`config.mk`:
```
export PLATFORM = sky130hd
export DESIGN_NAME = com_arb
export DESIGN_NICKNAME = d
export VERILOG_FILES = /design/src/rtl/com_pkg.sv /design/src/rtl/com_rr2.sv /design/src/rtl/com_arb.sv
export SDC_FILE = /design/constraint.sdc
export NUM_CORES = 1
export LEC_CHECK = 0
export ABC_AREA = 1
export BUFFER_PORTS_ARGS = -buffer_cell sky130_fd_sc_hd__buf_4
export CAP_MARGIN = 20
export CORE_MARGIN = 1
export CORE_UTILIZATION = 40
export CTS_CLUSTER_SIZE = 8
export DETAILED_ROUTE_END_ITERATION = 10
export PLACE_DENSITY_LB_ADDON = 0.25
export REMOVE_ABC_BUFFERS = 1
export SYNTH_ARGS = -nofsm -noshare
export SYNTH_HDL_FRONTEND = slang
export SYNTH_HIERARCHICAL = 1
export SYNTH_SLANG_ARGS = --single-unit
```
`constraint.sdc`:
```
create_clock -name clk -period 1.2 [get_ports clk]
set_clock_uncertainty 0.1 [all_clocks]
set_input_delay 0.06 -clock clk [delete_from_list [all_inputs] [get_ports clk]]
set_output_delay 0.06 -clock clk [all_outputs]
set_load 0.02 [all_outputs]
```
`src/rtl/com_pkg.sv`:
```
// Shared definitions for the command/data ethernet TX arbiter.
package com_pkg;

  typedef enum logic [2:0] {
    ST_IDLE     = 3'd0,
    ST_LATCH    = 3'd1,
    ST_SEND     = 3'd2,
    ST_WAIT_LOW = 3'd3,
    ST_ACK      = 3'd4
  } state_t;

  localparam logic [15:0] TIMEOUT_CYC_DEF = 16'd50000;

endpackage

```
`src/rtl/com_rr2.sv`:
```
// Two-way round-robin pick: a lone request always wins, a tie goes to the requester not served last.
module com_rr2 (
  input  logic [1:0] i_req,
  input  logic       i_last,
  output logic [1:0] o_gnt
);

  always_comb begin
    o_gnt = 2'b00;
    case (i_req)
      2'b01:   o_gnt = 2'b01;
      2'b10:   o_gnt = 2'b10;
      2'b11:   o_gnt = i_last ? 2'b01 : 2'b10;
      default: o_gnt = 2'b00;
    endcase
  end

endmodule

```
`src/rtl/com_arb.sv`:
```
// Arbitrates data/reply senders onto the ethernet TX four-phase handshake; fs_eth_send rises 2 cycles after a sampled request.
// Optional TX watchdog under COM_ARB_TIMEOUT_EN; requests arriving while busy are held by the requester until served.
module com_arb
  import com_pkg::*;
#(
  parameter logic [15:0] TIMEOUT_CYC = TIMEOUT_CYC_DEF,
  parameter int          ADDR_W      = 16
) (
  input  logic              clk,
  input  logic              rst,
  input  logic              fs_data,
  output logic              fd_data,
  input  logic [ADDR_W-1:0] data_addr,
  input  logic [ADDR_W-1:0] data_len,
  input  logic              fs_rply,
  output logic              fd_rply,
  input  logic [ADDR_W-1:0] rply_addr,
  input  logic [ADDR_W-1:0] rply_len,
  output logic              fs_eth_send,
  input  logic              fd_eth_send,
  output logic [ADDR_W-1:0] tx_addr,
  output logic [ADDR_W-1:0] tx_len,
  output logic              grant,
  output logic              busy,
  output logic              err_to
);

  state_t            r_state;
  logic              r_last;
  logic              r_grant;
  logic              r_fs_eth_send;
  logic              r_fd_data;
  logic              r_fd_rply;
  logic              r_err_to;
  logic [ADDR_W-1:0] r_tx_addr;
  logic [ADDR_W-1:0] r_tx_len;
  logic [1:0]        w_gnt;
  logic              w_to;

  com_rr2 u_rr2 (
    .i_req  ({fs_rply, fs_data}),
    .i_last (r_last),
    .o_gnt  (w_gnt)
  );

`ifdef COM_ARB_TIMEOUT_EN
  logic [15:0] r_to_cnt;

  assign w_to = ((r_state == ST_SEND) || (r_state == ST_WAIT_LOW)) &&
                (r_to_cnt == TIMEOUT_CYC - 16'd1);

  // Counts only while staying in SEND/WAIT_LOW, so every state entry starts from zero.
  always_ff @(posedge clk or posedge rst) begin
    if (rst) begin
      r_to_cnt <= '0;
    end else if (((r_state == ST_SEND) && !fd_eth_send && !w_to) ||
                 ((r_state == ST_WAIT_LOW) && fd_eth_send && !w_to)) begin
      r_to_cnt <= r_to_cnt + 16'd1;
    end else begin
      r_to_cnt <= '0;
    end
  end
`else
  // Watchdog compiled out; the parameter is referenced only to keep it part of the interface.
  assign w_to = 1'b0 & (|TIMEOUT_CYC);
`endif

  always_ff @(posedge clk or posedge rst) begin
    if (rst) begin
      r_state       <= ST_IDLE;
      r_last        <= 1'b1;
      r_grant       <= 1'b0;
      r_fs_eth_send <= 1'b0;
      r_fd_data     <= 1'b0;
      r_fd_rply     <= 1'b0;
      r_err_to      <= 1'b0;
      r_tx_addr     <= '0;
      r_tx_len      <= '0;
    end else begin
      r_err_to <= 1'b0;
      case (r_state)
        ST_IDLE: begin
          if (|w_gnt) begin
            r_grant <= w_gnt[1];
            r_state <= ST_LATCH;
          end
        end
        ST_LATCH: begin
          r_tx_addr     <= r_grant ? rply_addr : data_addr;
          r_tx_len      <= r_grant ? rply_len  : data_len;
          r_fs_eth_send <= 1'b1;
          r_state       <= ST_SEND;
        end
        ST_SEND: begin
          if (fd_eth_send) begin
            r_fs_eth_send <= 1'b0;
            r_state       <= ST_WAIT_LOW;
          end else if (w_to) begin
            r_fs_eth_send <= 1'b0;
            r_err_to      <= 1'b1;
            r_fd_data     <= ~r_grant;
            r_fd_rply     <= r_grant;
            r_state       <= ST_ACK;
          end
        end
        ST_WAIT_LOW: begin
          if (!fd_eth_send || w_to) begin
            r_err_to  <= w_to & fd_eth_send;
            r_fd_data <= ~r_grant;
            r_fd_rply <= r_grant;
            r_state   <= ST_ACK;
          end
        end
        ST_ACK: begin
          if (r_grant ? !fs_rply : !fs_data) begin
            r_fd_data <= 1'b0;
            r_fd_rply <= 1'b0;
            r_last    <= r_grant;
            r_state   <= ST_IDLE;
          end
        end
        default: r_state <= ST_IDLE;
      endcase
    end
  end

  assign fs_eth_send = r_fs_eth_send;
  assign fd_data     = r_fd_data;
  assign fd_rply     = r_fd_rply;
  assign tx_addr     = r_tx_addr;
  assign tx_len      = r_tx_len;
  assign grant       = r_grant;
  assign busy        = (r_state != ST_IDLE);
  assign err_to      = r_err_to;

endmodule

```
== Word level (Yosys, flattened, before mapping) ==
Cells that the tools add are included.

* Flip-flop bits (word level): 40
* Input port bits: 69
* Output and inout bits: 38
* Logic and storage cells: 49

* Eq/ne operators: 11
* Multiplexer cells: 17
* Bitwise gates (word level): 1
* Reductions and logical operators: 12

{| class="wikitable"
|+ Operator list
! kind !! count
|-
| $mux 16 || 2
|-
| $pmux 3 s5 || 1
|-
| $mux 3 || 4
|-
| $ne 2x2->1 const B || 4
|-
| $eq 3x2->1 const B || 2
|-
| $pmux 1 s2 || 3
|-
| $pmux 2 s3 || 1
|-
| $reduce_and 2->1 || 3
|-
| $mux 1 || 5
|-
| $eq 2x2->1 const B || 2
|-
| $reduce_and 4->1 || 1
|-
| $reduce_bool 2->1 || 2
|-
| $eq 3x1->1 const B || 1
|-
| $eq 3x3->1 const B || 1
|-
| $logic_not 3->1 || 1
|-
| $reduce_and 3->1 || 1
|-
| $reduce_bool 3->1 || 1
|-
| $eq 2x1->1 const B || 1
|-
| $logic_not 1->1 || 2
|-
| $mux 2 || 1
|-
| $reduce_or 2->1 || 1
|-
| $not 1->1 || 1
|}

== Depth between registers and ports, before layout ==
Gate-level depths: netlist (run 1).

* Word-level depth: 5
* Mapped depth: 9
* Gate-level depth less buffers: 9

== Modules after synthesis ==
Netlist (run 1), hierarchy kept.

{| class="wikitable"
|+ By module, submodules not included
! module !! instances !! cells each !! area an instance (um^2) !! seq. area each (um^2)
|-
| com_arb || 1 || 235 || 1959.4 || 1002.2
|-
| com_rr2 || 1 || 5 || 21.3 || 0.0
|}

== Worst setup path before layout (run 1) ==
OpenSTA, ideal clock, no wires.

* Kind: register to register
* Start: reg r_state[0]
* End: reg r_state[0]
* Setup time: 0.120 ns
* Arrival time: 1.087 ns
* Data required time: 0.980 ns
* Path slack: -0.107 ns
* Cell stages (with the launch flop): 7
* Path buffers: 0
* Cells stage by stage: dfrtp_1 nor2_1 nand2_1 nor2_1 nor2_1 nand3_1 nand2_1

* Longest elaborated chain between the ends: 3

{| class="wikitable"
|+ RTL lines
! what !! line !! text
|-
| start, declared || com_arb.sv:28 || <nowiki>state_t r_state;</nowiki>
|-
| start signal, assigned || com_arb.sv:70 || <nowiki>r_state <= ST_IDLE;</nowiki>
|-
| start signal, assigned || com_arb.sv:85 || <nowiki>r_state <= ST_LATCH;</nowiki>
|-
| start signal, assigned || com_arb.sv:92 || <nowiki>r_state <= ST_SEND;</nowiki>
|-
| $eq 3x3->1 (tied with other cells) || com_arb.sv:81 || <nowiki>case (r_state)</nowiki>
|-
| $ne 2x2->1 (no source line) || -- ||
|-
| $reduce_and 4->1 (no source line) || -- ||
|}

Several ways; a longest one is shown, not always the timed one.
A chain may end at the register's enable or synchronous reset.

== Worst setup path after layout (run 1) ==
* Start: reg r_state[2]
* End: out busy

* Longest elaborated chain between the ends: 1

{| class="wikitable"
|+ RTL lines
! what !! line !! text
|-
| $reduce_bool 3->1 || com_arb.sv:133 || <nowiki>assign busy = (r_state != ST_IDLE);</nowiki>
|-
| end, declared || com_arb.sv:24 || <nowiki>output logic busy,</nowiki>
|}

No other way between the ends.

==> results of run 1 <==
## stage by stage
stage,setup TNS (ns),hold slack (ns),power [uW]
6_report,-3.44,0.00817,10000
5_1_grt,-5.64,0.0146,10500
4_1_cts,-2.12,0.000110,9200
3_5_place_dp,-0.968,-0.0887,6960
3_3_place_gp,-0.0569,-0.0915,6880
2_1_floorplan,-32.29,0.147,4910
## final timing paths
check,from,end,slack [ns],cells past startpoint
worst max-delay path,r_state[2]$_DFFE_PP0P_,busy,-0.16,4
worst min-delay path,rply_len[8],tx_len[8]$_DFFE_PP0P_,0.008,3
worst max register to register,r_state[0]$_DFFE_PP0P_,tx_addr[9]$_DFFE_PP0P_,-0.14,4
worst min register to register,fd_rply$_DFFE_PP0P_,fd_rply$_DFFE_PP0P_,0.38,2
max in group asynchronous,rst,grant$_DFFE_PP0P_,0.35,4
min in group asynchronous,rst,fd_data$_DFFE_PP0P_,0.15,3
## worst reg2reg max path: cells and delay by family (launching register included)
family / cells / cell delay (ns)
AOI/OAI and AO/OA: 1 / 0.21
buffers and inverters: 2 / 0.36
and+or+nand+nor: 1 / 0.13
DFF: 1 / 0.43
## cell type report
class	count	share of cell area, %
timing repair buffer	190	42.5
multi-input combinational	171	25.1
sequential	40	25.0
clock inverter	3	2.24
tap	67	2.09
clock buffer	5	1.71
inverter	14	1.40
## cells in the mapped netlist (2+ instances only)
master / instances
clkbuf_1: 2
o31ai_2: 6
nand4_1: 3
buf_6: 3
nand3_1: 6
buf_4: 4
inv_1: 12
nand2_1: 53
o31ai_1: 26
nor2_1: 69
dfrtp_1: 39
o21ai_0: 4
buf_2: 6
## routing by layer
metal  global-route usage, %  part of all wire [%]  wire length [um]  up-vias
li1                        -                     -                 -     1147
met1                    32.7                    39              2870     1170
met2                    45.6                    53              3860      110
met3                    4.31                   6.2               449        9
met4                    10.5                   1.6               118        0
met5                       0                     0                 0        -
## timing repair
| item | CTS | global route |
|---|---|---|
| endpoints found under the setup margin | 38 | 42 |
| hold buffers | 59 | 0 |
| gates cloned | 1 | 2 |
| buffers inserted | 7 | 1 |
| endpoints found under the hold margin | 72 | 0 |
| pin swaps | 4 | 6 |
| resized for setup | 15 | 41 |
## cells by family (layout without fill, tap and decap cells)
kind of cell	Yosys count	in the layout	share of synthesized area, %
flip-flops	40	40	50.6
other	1	1	0.189
AO/OA/AOI/OAI	38	38	15.3
AND/OR/NAND/NOR	132	132	26.1
buffers and inverters	29	212	7.83
## registers in the layout, summed over array words and instances (netlist names)
signal and flops:
fd_data 1, fd_rply 1, fs_eth_send 1, grant 1
r_last 1, r_state 3, tx_addr 16, tx_len 16
## where the power goes
| part | leakage, uW | switching, uW | internal (uW) |
|---|---|---|---|
| Combinational | 0.00143 | 3210 | 2780 |
| Clock | 0.0000784 | 497 | 1040 |
| Sequential | 0.000485 | 443 | 2040 |
==> summary.md, run 1 <==
| Metric | Value |
|---|---|
| Post-route cell area | 0.00402 mm^2 |
| Crit-path max cell delay | 0.44 ns |
| Post-Place Cells | 412 |
| Nets | 491 |
| Crit-path cells | nor2_4 -> nand2_2 -> buf_6 -> buf_6 |
| TritonCTS clock tree | built |
| Critical Path AT | 1.20 ns |
| PwrDens | 2490 mW/mm^2 |
| CP max stage cell | dfrtp_1 |
| Crit share post-route | 113% |
| Number of antenna violations at the first check in global routing | 0 |
| Antenna cells | 0 |
| Row cnt | 25 |
| Max-slew violations | 0 |
| Yosys top cell area share | 49.3% |
| Clk_lat worst skew | 0.30 ns |
| H-tree depth | 2 |
| Post-synthesis cell count | 240 |
| Placed Instance Area | 0.00291 mm^2 |
| Critical Path RT | 1.04 ns |
| Violated checks | negative setup slack |
| Final WL | 7300 um |
| Largest area contributor in the netlist | dfrtp_1 |
| EDFF count, synth | 0 |
| Root buffer cell | clkbuf_8 |
| Crit Path Max Fanout | 3 |
| Mapped Avg Cell Area | 8.25 um^2 |
| Final HPWL DP | 3770 um |
| RSZ-0062 raised after global routing | yes |
| Post-Layout Cell Count | 490 |
| Most frequent cells in the layout | buf_4, nor2_1, dlygate4sd3_1, nand2_1, dfrtp_1 |
| Hold crit path type | in2reg |
| End-of-flow core utilization | 84.6% |
| Total Routing Usage GR | 26.3% |
| Most common cell after layout, fill and taps aside | buf_4 |
| Maximum VDD drop | 1340 uV |
| Max Root-Sink Buffers | 2 |
| Area of the core | 0.00475 mm^2 |
| Startpoint Class | register |
| Area growth, synth to finish | 103% |
| Die W | 72.4 um |
| Vias post-DR | 2436 |
| Boundary pin count | 107 |
| Fill cells | 273 |
| Fin worst setup slack | -0.155 ns |
| Router iterations before antenna repair | 4 |
| Largest cells by area after synthesis | dfrtp_1, nor2_1, nand2_1 |
| Routed WL per cell | 14.9 um |
| Period minus WS final | 1.36 ns |
| Worst-path clk slew | 0.09 ns |
| Synth Flop Type | dfrtp_1 |
| Critical path's top delay family | flip-flops |
| Post-route DRC | 0 |
| Multi-input gate area | 0.00101 mm^2 |
| Crit path capture type | output port |
| Die H | 72.4 um |
| FF+latch area | 0.00100 mm^2 |
| Max-capacitance violation count | 0 |
| Final hold vios | 0 |
| Register area share after synthesis | 50.6% |
| Largest net degree at the start of global routing | 39 |
| Vias in the first global route | 2313 |
| Initial Utilization | 41.7% |
| Clock sinks | 40 |
| Dpl ws | -0.123 ns |
| CP dominant cell by count | buf_6 |
| PortBufs | 105 |
| WS Path Type | reg2out |
| Routability cong. | 0.816 |
| CTS Buf Count | 5 |
| Buffers & Inverters on Critical Path | 2 |
| Mapped Area | 0.00198 mm^2 |
| Vias/cell | 4.97 |
| Layout cells sized above 1 | 44.7% |
| YS warnings | 6 |
| Routed Antenna Nets | 0 |
| Leak | 0.00199 uW |
| Fmax | 738 MHz |
| Initial DRC Count | 141 |
| Yosys cell types | 20 |
| Post-synthesis register bit count | 40 |
| Status | finished, violations left |
| Grt ovf | 0 |
| First-pass GRT wire length | 10600 um |
| Final setup vio count | 41 |
| Ys async rst share | 100% |
| Die ar. | 0.00524 mm^2 |
Power figures use the tool's default switching activity.
==> inputs of run 2 (changes only) <==
- CORE_ASPECT_RATIO: unset -> 0.5
- REMOVE_ABC_BUFFERS: 1 -> unset
==> run 2 against run 1 <==
Compared with the run above: the flow finishes with violations (negative hold slack, negative setup slack); utilization grew 9.5 points; global-route usage shrank 0.58 points; clock power shrank 18%; largest cell class unchanged; maximum frequency shrank 6.5%; wire length grew 49%; sequential share of layout area shrank 1.6 points; final cell count shrank 0.82%; flip-flop and latch count is the same.
==> summary.md, run 2 (synthesized netlist as in run 1, its figures left out) <==
| Metric | Value |
|---|---|
| Most frequent cells in the layout | buf_4, nor2_1, dlygate4sd3_1, dfrtp_1, nand2_1 |
| Worst reg2reg endpoint | r_state[2]$_DFFE_PP0P_ |
| Die W | 102 um |
| Final setup vio count | 42 |
| TritonCTS clock tree | built |
| Vias/cell | 5.73 |
| FF-to-FF setup slack | -0.25 ns |
| PortBufs | 105 |
| Antenna cells | 0 |
| Grt ovf | 0 |
| Crit path capture type | register |
| Violated checks | negative hold slack, negative setup slack |
| Net Count, Synth | 309 |
| Number of antenna violations at the first check in global routing | 0 |
| RSZ-0062 raised after global routing | yes |
| Crit-path cells | nand3_2 -> nand2_2 -> inv_2 -> nand2_1 -> nor2_1 -> nor2_1 -> nand3_1 -> nand2_1 |
| Dpl ws | -0.0730 ns |
| Status | finished, violations left |
| H-tree depth | 2 |
| Most common cell after layout, fill and taps aside | buf_4 |
| Final HPWL DP | 3770 um |
| Area growth, synth to finish | 117% |
| CTS Buf Count | 5 |
| Fmax | 690 MHz |
| Initial DRC Count | 228 |
| Critical Path AT | 1.58 ns |
| Crit path from | r_last$_DFFE_PP1P_ |
| Hold path cells | 3 |
| Clock sinks | 40 |
| Hold Worst Slack | -0.00704 ns |
| Final hold vios | 1 |
| Final WL | 10900 um |
| Boundary pin count | 107 |
| Router iterations before antenna repair | 5 |
| Routed WL per cell | 22.3 um |
| CP max stage cell | dfstp_2 |
| Layout cells sized above 1 | 56.2% |
| Worst-path clk slew | 0.09 ns |
| PwrDens | 2750 mW/mm^2 |
| Period minus WS final | 1.45 ns |
| Routed Antenna Nets | 0 |
| Max-capacitance violation count | 0 |
| Routability cong. | 0.807 |
| Vias post-DR | 2785 |
| Area of the core | 0.00457 mm^2 |
| Fin worst setup slack | -0.249 ns |
| Crit Path Max Fanout | 3 |
| Clk_lat worst skew | 0.30 ns |
| Initial Utilization | 43.3% |
| Die H | 51.8 um |
| Hold crit path type | in2reg |
| First-pass GRT wire length | 10300 um |
| Largest net degree at the start of global routing | 31 |
| R2R depth | 8 |
| Hold Startpoint | rply_len[15] |
| Critical path's top delay family | simple AND/OR/NAND/NOR gates |
| Post-Route Setup TNS | -5.34 ns |
| Total Routing Usage GR | 25.7% |
| Max Root-Sink Buffers | 2 |
| Row cnt | 17 |
| Buffers & Inverters on Critical Path | 1 |
| Root buffer cell | clkbuf_8 |
| Worst r2r src | r_last$_DFFE_PP1P_ |
| WS Path Type | reg2reg |
| Leak | 0.00207 uW |
| Die ar. | 0.00525 mm^2 |
| Critical Path RT | 1.34 ns |
| Startpoint Class | register |
| Crit-path max cell delay | 0.57 ns |
| Hold EP | tx_len[15]$_DFFE_PP0P_ |
| Max-slew violations | 0 |
| Nets | 488 |
| Crit share post-route | 121% |
| Vias in the first global route | 2325 |
| Maximum VDD drop | 1830 uV |
| Post-route DRC | 0 |
==> run 2: layout make-up <==
type                    instances  area [um^2]
fillers                       134          273
clock buffers                   7         96.3
clock inverters                 1         30.0
repair buffers                187         1740
multi-input cells             171         1290
inverters                      14         60.1
well taps                      66         82.6
flip-flops and latches         40         1010
==> run 2: how the worst max path moves through the flow <==
stage / endpoint / slack [ns] / cells past startpoint
floorplan: fd_data$_DFFE_PP0P_ / -0.03 / 9
global placement: r_state[0]$_DFFE_PP0P_ / -0.02 / 6
detailed placement: tx_addr[3]$_DFFE_PP0P_ / -0.07 / 4
CTS: tx_len[1]$_DFFE_PP0P_ / -0.07 / 4
global route: r_state[0]$_DFFE_PP0P_ / -0.26 / 8
finish: r_state[2]$_DFFE_PP0P_ / -0.25 / 8
==> run 2: metal layers <==
metal	GRT usage, %	part of all wire (%)
met5	0	0
met4	10.1	4.9
met1	29.7	37
met3	5.51	9.9
met2	47.3	48
==> run 2: timing repair <==
action | in CTS | in global routing
endpoints found under the setup margin | 36 | 42
gates resized for setup | 28 | 93
gates cloned | 1 | 8
buffers inserted | 7 | 9
hold buffers | 46 | 0
endpoints found under the hold margin | 69 | 0
pin swaps | 3 | 15
==> run 2: through the flow <==
stage / instances / total power (uW) / util, % / area, um^2
6_report: 486 / 11800 / 94.0 / 4300
5_1_grt: 486 / 12300 / 94.0 / 4300
4_1_cts: 469 / 8920 / 80.5 / 3680
3_5_place_dp: 407 / 6890 / 63.0 / 2880
3_3_place_gp: 407 / 6770 / 63.0 / 2880
2_1_floorplan: 240 / 5240 / - / 2000
==> run 2: where the power goes <==
part / internal, uW / leakage [uW] / switching (uW) / total [uW]
Clock: 735 / 0.0000645 / 527 / 1260
Combinational: 3580 / 0.00153 / 4270 / 7850
Sequential: 2050 / 0.000483 / 679 / 2730
==> run 2: worst register-to-register path, stage by stage, from the launching register on <==
cell     delay [ns]
dfstp_2        0.57
nand3_2        0.07
nand2_2        0.08
inv_2          0.04
nand2_1        0.05
nor2_1         0.04
nor2_1         0.18
nand3_1        0.14
nand2_1        0.11
